`src/rtl/garoa_cal_pkg.sv`:
```
// GF(2^8) multiplier shared constants, FSM state type and the xtime helper.
package garoa_cal_pkg;

    localparam int          GF_W         = 8;
    localparam logic [7:0]  DEFAULT_POLY = 8'h1B;

    typedef enum logic {
        IDLE = 1'b0,
        RUN  = 1'b1
    } state_t;

    // Multiply by the field generator: shift left, fold x^8 back in via poly.
    function automatic logic [GF_W-1:0] gf_xtime(input logic [GF_W-1:0] a,
                                                 input logic [GF_W-1:0] poly);
        return {a[GF_W-2:0], 1'b0} ^ (a[GF_W-1] ? poly : '0);
    endfunction

endpackage

```
`src/rtl/garoa_cal_if.sv`:
```
// Request/result bundle of the GF(2^8) multiplier: start with operands, busy/done with product.
interface garoa_cal_if;
    import garoa_cal_pkg::*;

    logic            start;
    logic [GF_W-1:0] x;
    logic [GF_W-1:0] y;
    logic            busy;
    logic            done;
    logic [GF_W-1:0] d;

    modport master (output start, x, y, input  busy, done, d);
    modport slave  (input  start, x, y, output busy, done, d);

endinterface

```
`src/rtl/garoa_cal_gf_xtime.sv`:
```
// gf_xtime: one GF(2^8) doubling step, a*x mod (x^8 + POLY).
// Latency: combinational.
// Backpressure: none, pure function of its input.
module gf_xtime
    import garoa_cal_pkg::*;
#(
    parameter logic [GF_W-1:0] POLY = DEFAULT_POLY
) (
    input  logic [GF_W-1:0] a,
    output logic [GF_W-1:0] z
);

    assign z = garoa_cal_pkg::gf_xtime(a, POLY);

endmodule

```
`src/rtl/garoa_cal.sv`:
```
// garoa_cal: GF(2^8) multiplier d = x*y mod (x^8 + POLY); GAROA_CAL_FAST_EN selects the one-cycle build.
// Latency: 9 cycles start->done serial (busy for 8), 1 cycle in the fast build (busy stays 0).
// Backpressure: start is only accepted while busy=0, including the done cycle; ignored during rst.
module garoa_cal
    import garoa_cal_pkg::*;
#(
    parameter logic [GF_W-1:0] POLY = DEFAULT_POLY
) (
    input  logic       clk,
    input  logic       rst,
    garoa_cal_if.slave bus
);

`ifdef GAROA_CAL_FAST_EN

    // Unrolled MSB-first Horner chain; stage[i+1] has consumed y[7-i].
    logic [GF_W-1:0] stage [0:GF_W];
    logic [GF_W-1:0] stage_xt [0:GF_W-1];

    assign stage[0] = '0;

    for (genvar i = 0; i < GF_W; i++) begin : g_stage
        gf_xtime #(.POLY(POLY)) u_xtime (.a(stage[i]), .z(stage_xt[i]));
        assign stage[i+1] = stage_xt[i] ^ (bus.y[GF_W-1-i] ? bus.x : '0);
    end

    always_ff @(posedge clk) begin
        if (rst) begin
            bus.done <= 1'b0;
            bus.d    <= '0;
        end else begin
            bus.done <= bus.start;
            if (bus.start) begin
                bus.d <= stage[GF_W];
            end
        end
    end

    assign bus.busy = 1'b0;

`else

    state_t          state;
    state_t          state_nxt;
    logic [2:0]      cnt;
    logic [GF_W-1:0] acc;
    logic [GF_W-1:0] acc_xt;
    logic [GF_W-1:0] acc_nxt;
    logic [GF_W-1:0] x_lat;
    logic [GF_W-1:0] y_lat;
    logic            last_iter;

    gf_xtime #(.POLY(POLY)) u_xtime (.a(acc), .z(acc_xt));

    // y_lat shifts left so its MSB is always the current Horner bit.
    assign acc_nxt   = acc_xt ^ (y_lat[GF_W-1] ? x_lat : '0);
    assign last_iter = (cnt == 3'd7);

    always_ff @(posedge clk) begin
        if (rst) begin
            state <= IDLE;
        end else begin
            state <= state_nxt;
        end
    end

    always_comb begin
        state_nxt = state;
        case (state)
            IDLE:    if (bus.start) state_nxt = RUN;
            RUN:     if (last_iter) state_nxt = IDLE;
            default: state_nxt = IDLE;
        endcase
    end

    always_comb begin
        bus.busy = (state == RUN);
    end

    always_ff @(posedge clk) begin
        if (rst) begin
            cnt      <= '0;
            acc      <= '0;
            x_lat    <= '0;
            y_lat    <= '0;
            bus.d    <= '0;
            bus.done <= 1'b0;
        end else begin
            bus.done <= 1'b0;
            if (state == IDLE) begin
                if (bus.start) begin
                    x_lat <= bus.x;
                    y_lat <= bus.y;
                    acc   <= '0;
                    cnt   <= '0;
                end
            end else begin
                acc   <= acc_nxt;
                y_lat <= {y_lat[GF_W-2:0], 1'b0};
                cnt   <= cnt + 3'd1;
                if (last_iter) begin
                    bus.d    <= acc_nxt;
                    bus.done <= 1'b1;
                end
            end
        end
    end

`endif

endmodule

```
`src/flat_wrapper.sv`:
```
// flat-port wrapper written by rule: the top's interface ports become plain ports
module garoa_cal_flat import garoa_cal_pkg::*;
#(
    parameter logic [GF_W-1:0] POLY = DEFAULT_POLY
)
  (clk, rst, bus_start, bus_x, bus_y, bus_busy, bus_done, bus_d);
  garoa_cal_if bus_i ();
  input  logic clk;
  input  logic rst;
  input wire logic [$bits(bus_i.start)-1:0] bus_start;
  input wire logic [$bits(bus_i.x)-1:0] bus_x;
  input wire logic [$bits(bus_i.y)-1:0] bus_y;
  output wire logic [$bits(bus_i.busy)-1:0] bus_busy;
  output wire logic [$bits(bus_i.done)-1:0] bus_done;
  output wire logic [$bits(bus_i.d)-1:0] bus_d;
  assign bus_i.start = bus_start;
  assign bus_i.x = bus_x;
  assign bus_i.y = bus_y;
  assign bus_busy = bus_i.busy;
  assign bus_done = bus_i.done;
  assign bus_d = bus_i.d;
  garoa_cal #(.POLY(POLY)) u_core (.clk(clk), .rst(rst), .bus(bus_i));
endmodule
```
`config.mk`:
```
export PLATFORM = sky130hd
export DESIGN_NAME = garoa_cal_flat
export DESIGN_NICKNAME = d
export VERILOG_FILES = /design/src/rtl/garoa_cal_pkg.sv /design/src/rtl/garoa_cal_if.sv /design/src/rtl/garoa_cal_gf_xtime.sv /design/src/rtl/garoa_cal.sv /design/src/flat_wrapper.sv
export SDC_FILE = /design/constraint.sdc
export NUM_CORES = 1
export LEC_CHECK = 0
export CORE_AREA = 8 8 77 79
export CTS_CLUSTER_SIZE = 8
export DETAILED_ROUTE_END_ITERATION = 12
export DIE_AREA = 0 0 85 87
export HOLD_SLACK_MARGIN = 0.15
export PLACE_DENSITY_LB_ADDON = 0.3
export SYNTH_ARGS = -nofsm -noshare
export SYNTH_HDL_FRONTEND = slang
export SYNTH_SLANG_ARGS = --single-unit
```
`constraint.sdc`:
```
create_clock -name clk -period 1.15 [get_ports clk]
set_input_delay 0.23 -clock clk [delete_from_list [all_inputs] [get_ports clk]]
set_output_delay 0.23 -clock clk [all_outputs]
set_load 0.05 [all_outputs]
```
**After elaboration in Yosys (flattened, before gate mapping)**

Cells that the tools add are included.

- Add/sub/neg operators: 1
- Equality and inequality tests: 1
- Mux-type cells: 12
- Bitwise operators: 3
- Reductions and logical operators: 5

Operators with widths:

| kind | number |
|---|---|
| 8-bit 2-to-1 mux | 5 |
| 8-bit XOR | 2 |
| 3-bit 2-to-1 mux | 2 |
| 5-bit 2-to-1 mux | 1 |
| 2-bit AND reduction | 2 |
| 2-bit OR reduction | 2 |
| 3-bit by 1-bit adder with 3-bit output, second input constant | 1 |
| 3-bit equality test, second input constant | 1 |
| 1-bit 2-to-1 mux | 3 |
| 1-bit case mux with 2 select lines | 1 |
| 2-bit nonzero test | 1 |
| 1-bit NOT | 1 |

- Flip-flop bits (word level): 37
- Input port bits: 19
- Output and inout port bits: 10
- Logic and storage cells: 30

**Longest topological paths before layout**

- Depth after elaboration: 4
- Depth in mapped cells: 5
- Depth with buffers taken out: 5

**Cells and area by module**

Synthesis repeated with hierarchy kept, for this count alone.

- Cells, all modules: 168
- Area, all modules: 1,645.3 sq um

By module, submodules not included:

| module | instances | cells an instance | area each (sq um) | seq. area each (sq um) |
|---|---|---|---|---|
| garoa_cal | 1 | 160 | 1,581.5 | 740.7 |
| gf_xtime | 1 | 8 | 63.8 | 0.0 |

**Worst setup path before layout**

No wires, ideal clock.

- Kind: reg2reg
- Start: register u_core.state, in the netlist u_core.bus.busy
- End: register u_core.bus.d[2]
- Library setup time: 0.078 ns
- Arrival time: 1.276 ns
- Data required time: 1.072 ns
- Slack: -0.204 ns
- Cell stages (with the launch flop): 5
- Path buffers: 2
- Clock period less this slack: 1.354 ns
- Cells stage by stage: dfxtp_1 > buf_4 > buf_2 > a21oi_1 > nor3_1

- Longest elaborated chain between the ends: 1

RTL lines:

| what | line | text |
|---|---|---|
| start: declaration | garoa_cal.sv:43 | `state_t state;` |
| start signal: assignment | garoa_cal.sv:63 | `state <= state_nxt;` |
| 2-bit AND reduction (no line) | -- |  |
| end signal: assignment | garoa_cal.sv:102 | `bus.d <= acc_nxt;` |
| end: declaration | garoa_cal_if.sv:13 | `modport slave (input start, x, y, output busy, done, d);` |

Every way passes these cells.
A chain may end at the register's enable or synchronous reset.

**Worst setup path in the final report**

- Start: register u_core.state, in the netlist u_core.bus.busy
- End: register u_core.x_lat[6]

- Longest elaborated chain between the ends: 2

RTL lines:

| what | line | text |
|---|---|---|
| 1-bit NOT (no line) | -- |  |
| 2-bit AND reduction (no line) | -- |  |
| end signal: assignment | garoa_cal.sv:92 | `x_lat <= bus.x;` |
| end: declaration | garoa_cal.sv:49 | `logic [GF_W-1:0] x_lat;` |

Every way passes these cells.

==> reports/results.tsv <==
metric	value	unit
mux contribution to synthesized area	0.153	
initial core utilization	0.335	
Tot Pwr	2.60	mW
dpl ws	-0.358	ns
Register-to-Register Path Depth	5	
Total Routing Usage GR	0.0997	
static leakage	0.959	nW
VDD IR max	517	uV
number of global-route vias before repair	1250	
Placed Cells	258	
clock-pin slew on the worst setup and hold paths	0.07	ns
Detailed Route Iter0 Violations	81	
Setup crit start kind	register	
RSZ-0062 raised after global routing	yes	
Die ar.	7400	um2
fin nets	235	
layout cells sized above 1	0.291	
min Tclk post-route	1.18	ns
part of the power in combinational logic	0.130	
number of CTS-inserted buffers	5	
ANT cells	0	
Main synth FF type	dfxtp_1	
Core ar.	4850	um2
routability congestion estimate	0.789	
routed length per instance	12.8	um
YS warnings	0	
CP startpoint	u_core.bus.busy$_SDFF_PP0_	
CP Capture Point	u_core.x_lat[6]$_SDFFE_PP0P_	
P_int	2.00	mW
Post-Syn Area	1620	um2
pin count of the biggest net entering global routing	15	
fillers	441	
Pwr Density	1100	nW/um2
grt ovf	0	
worst hold-check path type	register to register	
RR Endpoint	u_core.x_lat[6]$_SDFFE_PP0P_	
clock share of power	0.346	
CTS tree	yes	
global-route wire length before repair	5.86	mm
clock root cell	clkbuf_8	
Max-slew headroom	0.787	
# clock sinks	37	
setup violators final	14	
worst reg-to-reg setup slack	-0.03	ns
Post-Layout Cell Count	269	
H-tree depth reported by CTS	2	
final wirelength	3.43	mm
Netlist cell types	27	
Syn Area/Cell	9.60	um2
async set or reset register ratio after synthesis	0	
flops & latches, synth	37	
Setup WS post-layout	-0.0340	ns
critical-path maximum fanout	6	
remaining routing DRC violations	0	
num rows	26	
Synth Area in XOR/XNOR	0.0324	
Final Hold Vio Count	0	
post-synthesis instance total	169	
PortBufs	28	
initial antenna violation count	0	
Max-cap violations	0	
Skew-Pair Late Insertion Delay	0.28	ns
Crit. End Element	register	
Worst R2R Start	u_core.bus.busy$_SDFF_PP0_	
Required @ worst endpoint	1.33	ns
remaining antenna violation count	0	
adder-cell area share of the yosys netlist	0.0231	
largest family of logic cells by synthesized area	simple AND/OR/NAND/NOR gates	
Synth Area in Simple Gates	0.175	
Worst EP arrival	1.36	ns
first-pass detailed-route iteration total	4	
die width	85	um
post-synthesis compound-gate area fraction	0.111	
fmax	845	MHz
Post-Syn Nets	191	
sequential area share after synthesis	0.456	
EDFF count, synth	0	
hold slack final	0.477	ns
post-route clock period utilization	1.03	
sequential share of power	0.524	
Final Core Density	0.487	
switch share	0.230	
Crit Path Category	register to register	
P_sw	0.597	mW
Slew Limit Fails	0	
failing checks	setup timing	
detailed placer's ending HPWL	2.60	mm
Area Overhead vs Synth	45.4	%
via/cell ratio	4.72	
outcome	finished, violations left	
Max Root-Sink Buffers	2	
Slew @ Worst Pin	0.317	ns
Clock Skews	0.00316	ns
Die H	87	um
Top Ports	29	
hold buffers post-CTS	0	
total number of vias	1269	
==> timing repair <==
item | 4_1_cts | 5_1_grt
resized for setup | 14 | 11
setup buffers | 3 | 1
setup endpoints to repair | 31 | 24
pin swaps | 6 | 3
==> layout by cell type (no fill, tap or decap), types with 6 or more instances in the layout <==
| cell | count |
|---|---|
| mux2_2 | 7 |
| nor2_1 | 21 |
| a21oi_1 | 7 |
| clkbuf_8 | 6 |
| o21ai_0 | 8 |
| buf_4 | 13 |
| buf_6 | 6 |
| dfxtp_1 | 32 |
| mux2i_1 | 17 |
| clkdlybuf4s50_1 | 17 |
| nand2_1 | 13 |
| buf_12 | 11 |
==> how the worst min path moves through the flow <==
stage	slack, ns	depth (start not counted)	end	from
6_report	0.48	2	u_core.bus.d[6]$_SDFFE_PP0P_	u_core.bus.d[6]$_SDFFE_PP0P_
4_1_cts	0.48	2	u_core.bus.d[6]$_SDFFE_PP0P_	u_core.bus.d[6]$_SDFFE_PP0P_
3_5_place_dp	0.48	2	u_core.bus.d[5]$_SDFFE_PP0P_	u_core.bus.d[5]$_SDFFE_PP0P_
3_3_place_gp	0.47	2	u_core.bus.d[5]$_SDFFE_PP0P_	u_core.bus.d[5]$_SDFFE_PP0P_
2_1_floorplan	0.38	2	u_core.y_lat[0]$_SDFFE_PP0P_	bus_y[0]
5_1_grt	0.50	2	u_core.bus.d[0]$_SDFFE_PP0P_	u_core.bus.d[0]$_SDFFE_PP0P_
==> power by group through the flow <==
stage	clock, mW	sequential (mW)	combinational, mW
3_5_place_dp	0	1.39	0.292
4_1_cts	0.936	1.36	0.328
5_1_grt	0.994	1.37	0.368
2_1_floorplan	0	1.38	0.172
6_report	0.901	1.36	0.338
3_3_place_gp	0	1.39	0.290
==> layout make-up <==
cell class / count / area [um2] / area share
tap: 56 / 70.1 / 0.0297
clock buffer: 7 / 86.3 / 0.0366
inverter: 4 / 15.0 / 0.00636
multi-input combinational: 117 / 875 / 0.371
timing repair buffer: 48 / 564 / 0.239
sequential: 37 / 749 / 0.318
==> worst max-delay path, cell delays in order, from the launching register on <==
cell     delay (ns)
dfxtp_4        0.36
buf_12         0.13
and2b_2        0.23
buf_6          0.13
mux2i_1        0.18
nor2_1         0.05
==> kinds of logic after synthesis <==
kind of cell | Yosys count
and+or+nand+nor | 55
adders and majority gates | 3
DFF | 37
xor gates and xnor gates | 6
AOI/OAI and AO/OA | 29
muxes | 24
buffers and inverters | 15
==> state kept, by name, summed over array words and instances, names as in the netlist <==
register         cells
u_core.cnt           3
u_core.bus.done      1
u_core.acc           8
u_core.y_lat         8
u_core.bus.d         8
u_core.bus.busy      1
u_core.x_lat         8
==> synth_stat cells, drive strengths merged, types with 2 or more instances <==
| master | number | area share |
|---|---|---|
| clkbuf | 2 | 0.0046 |
| o21ai | 8 | 0.025 |
| and3b | 5 | 0.027 |
| nor2 | 21 | 0.049 |
| ha | 3 | 0.023 |
| o21bai | 3 | 0.014 |
| or3b | 5 | 0.027 |
| a21boi | 5 | 0.023 |
| nand2 | 13 | 0.030 |
| o32ai | 3 | 0.016 |
| nor3b | 2 | 0.0092 |
| buf | 9 | 0.035 |
| mux2 | 7 | 0.049 |
| mux2i | 17 | 0.10 |
| xnor2 | 6 | 0.032 |
| inv | 4 | 0.0092 |
| nor3 | 4 | 0.012 |
| dfxtp | 37 | 0.46 |
| a21oi | 10 | 0.033 |
==> per-stage QoR <==
step	area, um2	TNS, ns
after floorplan	1630	0
after global placement	2140	-10.66
after detailed placement	2140	-10.61
after CTS	2310	-0.311
after global routing	2360	-1.37
final	2360	-0.233
==> metal layers <==
| layer | share of wire | global-route usage | vias up |
|---|---|---|---|
| li1 | - | - | 666 |
| met4 | 0.017 | 0.0485 | 0 |
| met5 | 0 | 0 | - |
| met1 | 0.49 | 0.123 | 570 |
| met3 | 0.045 | 0.0368 | 6 |
| met2 | 0.44 | 0.148 | 27 |
Power figures use the tool's default switching activity.
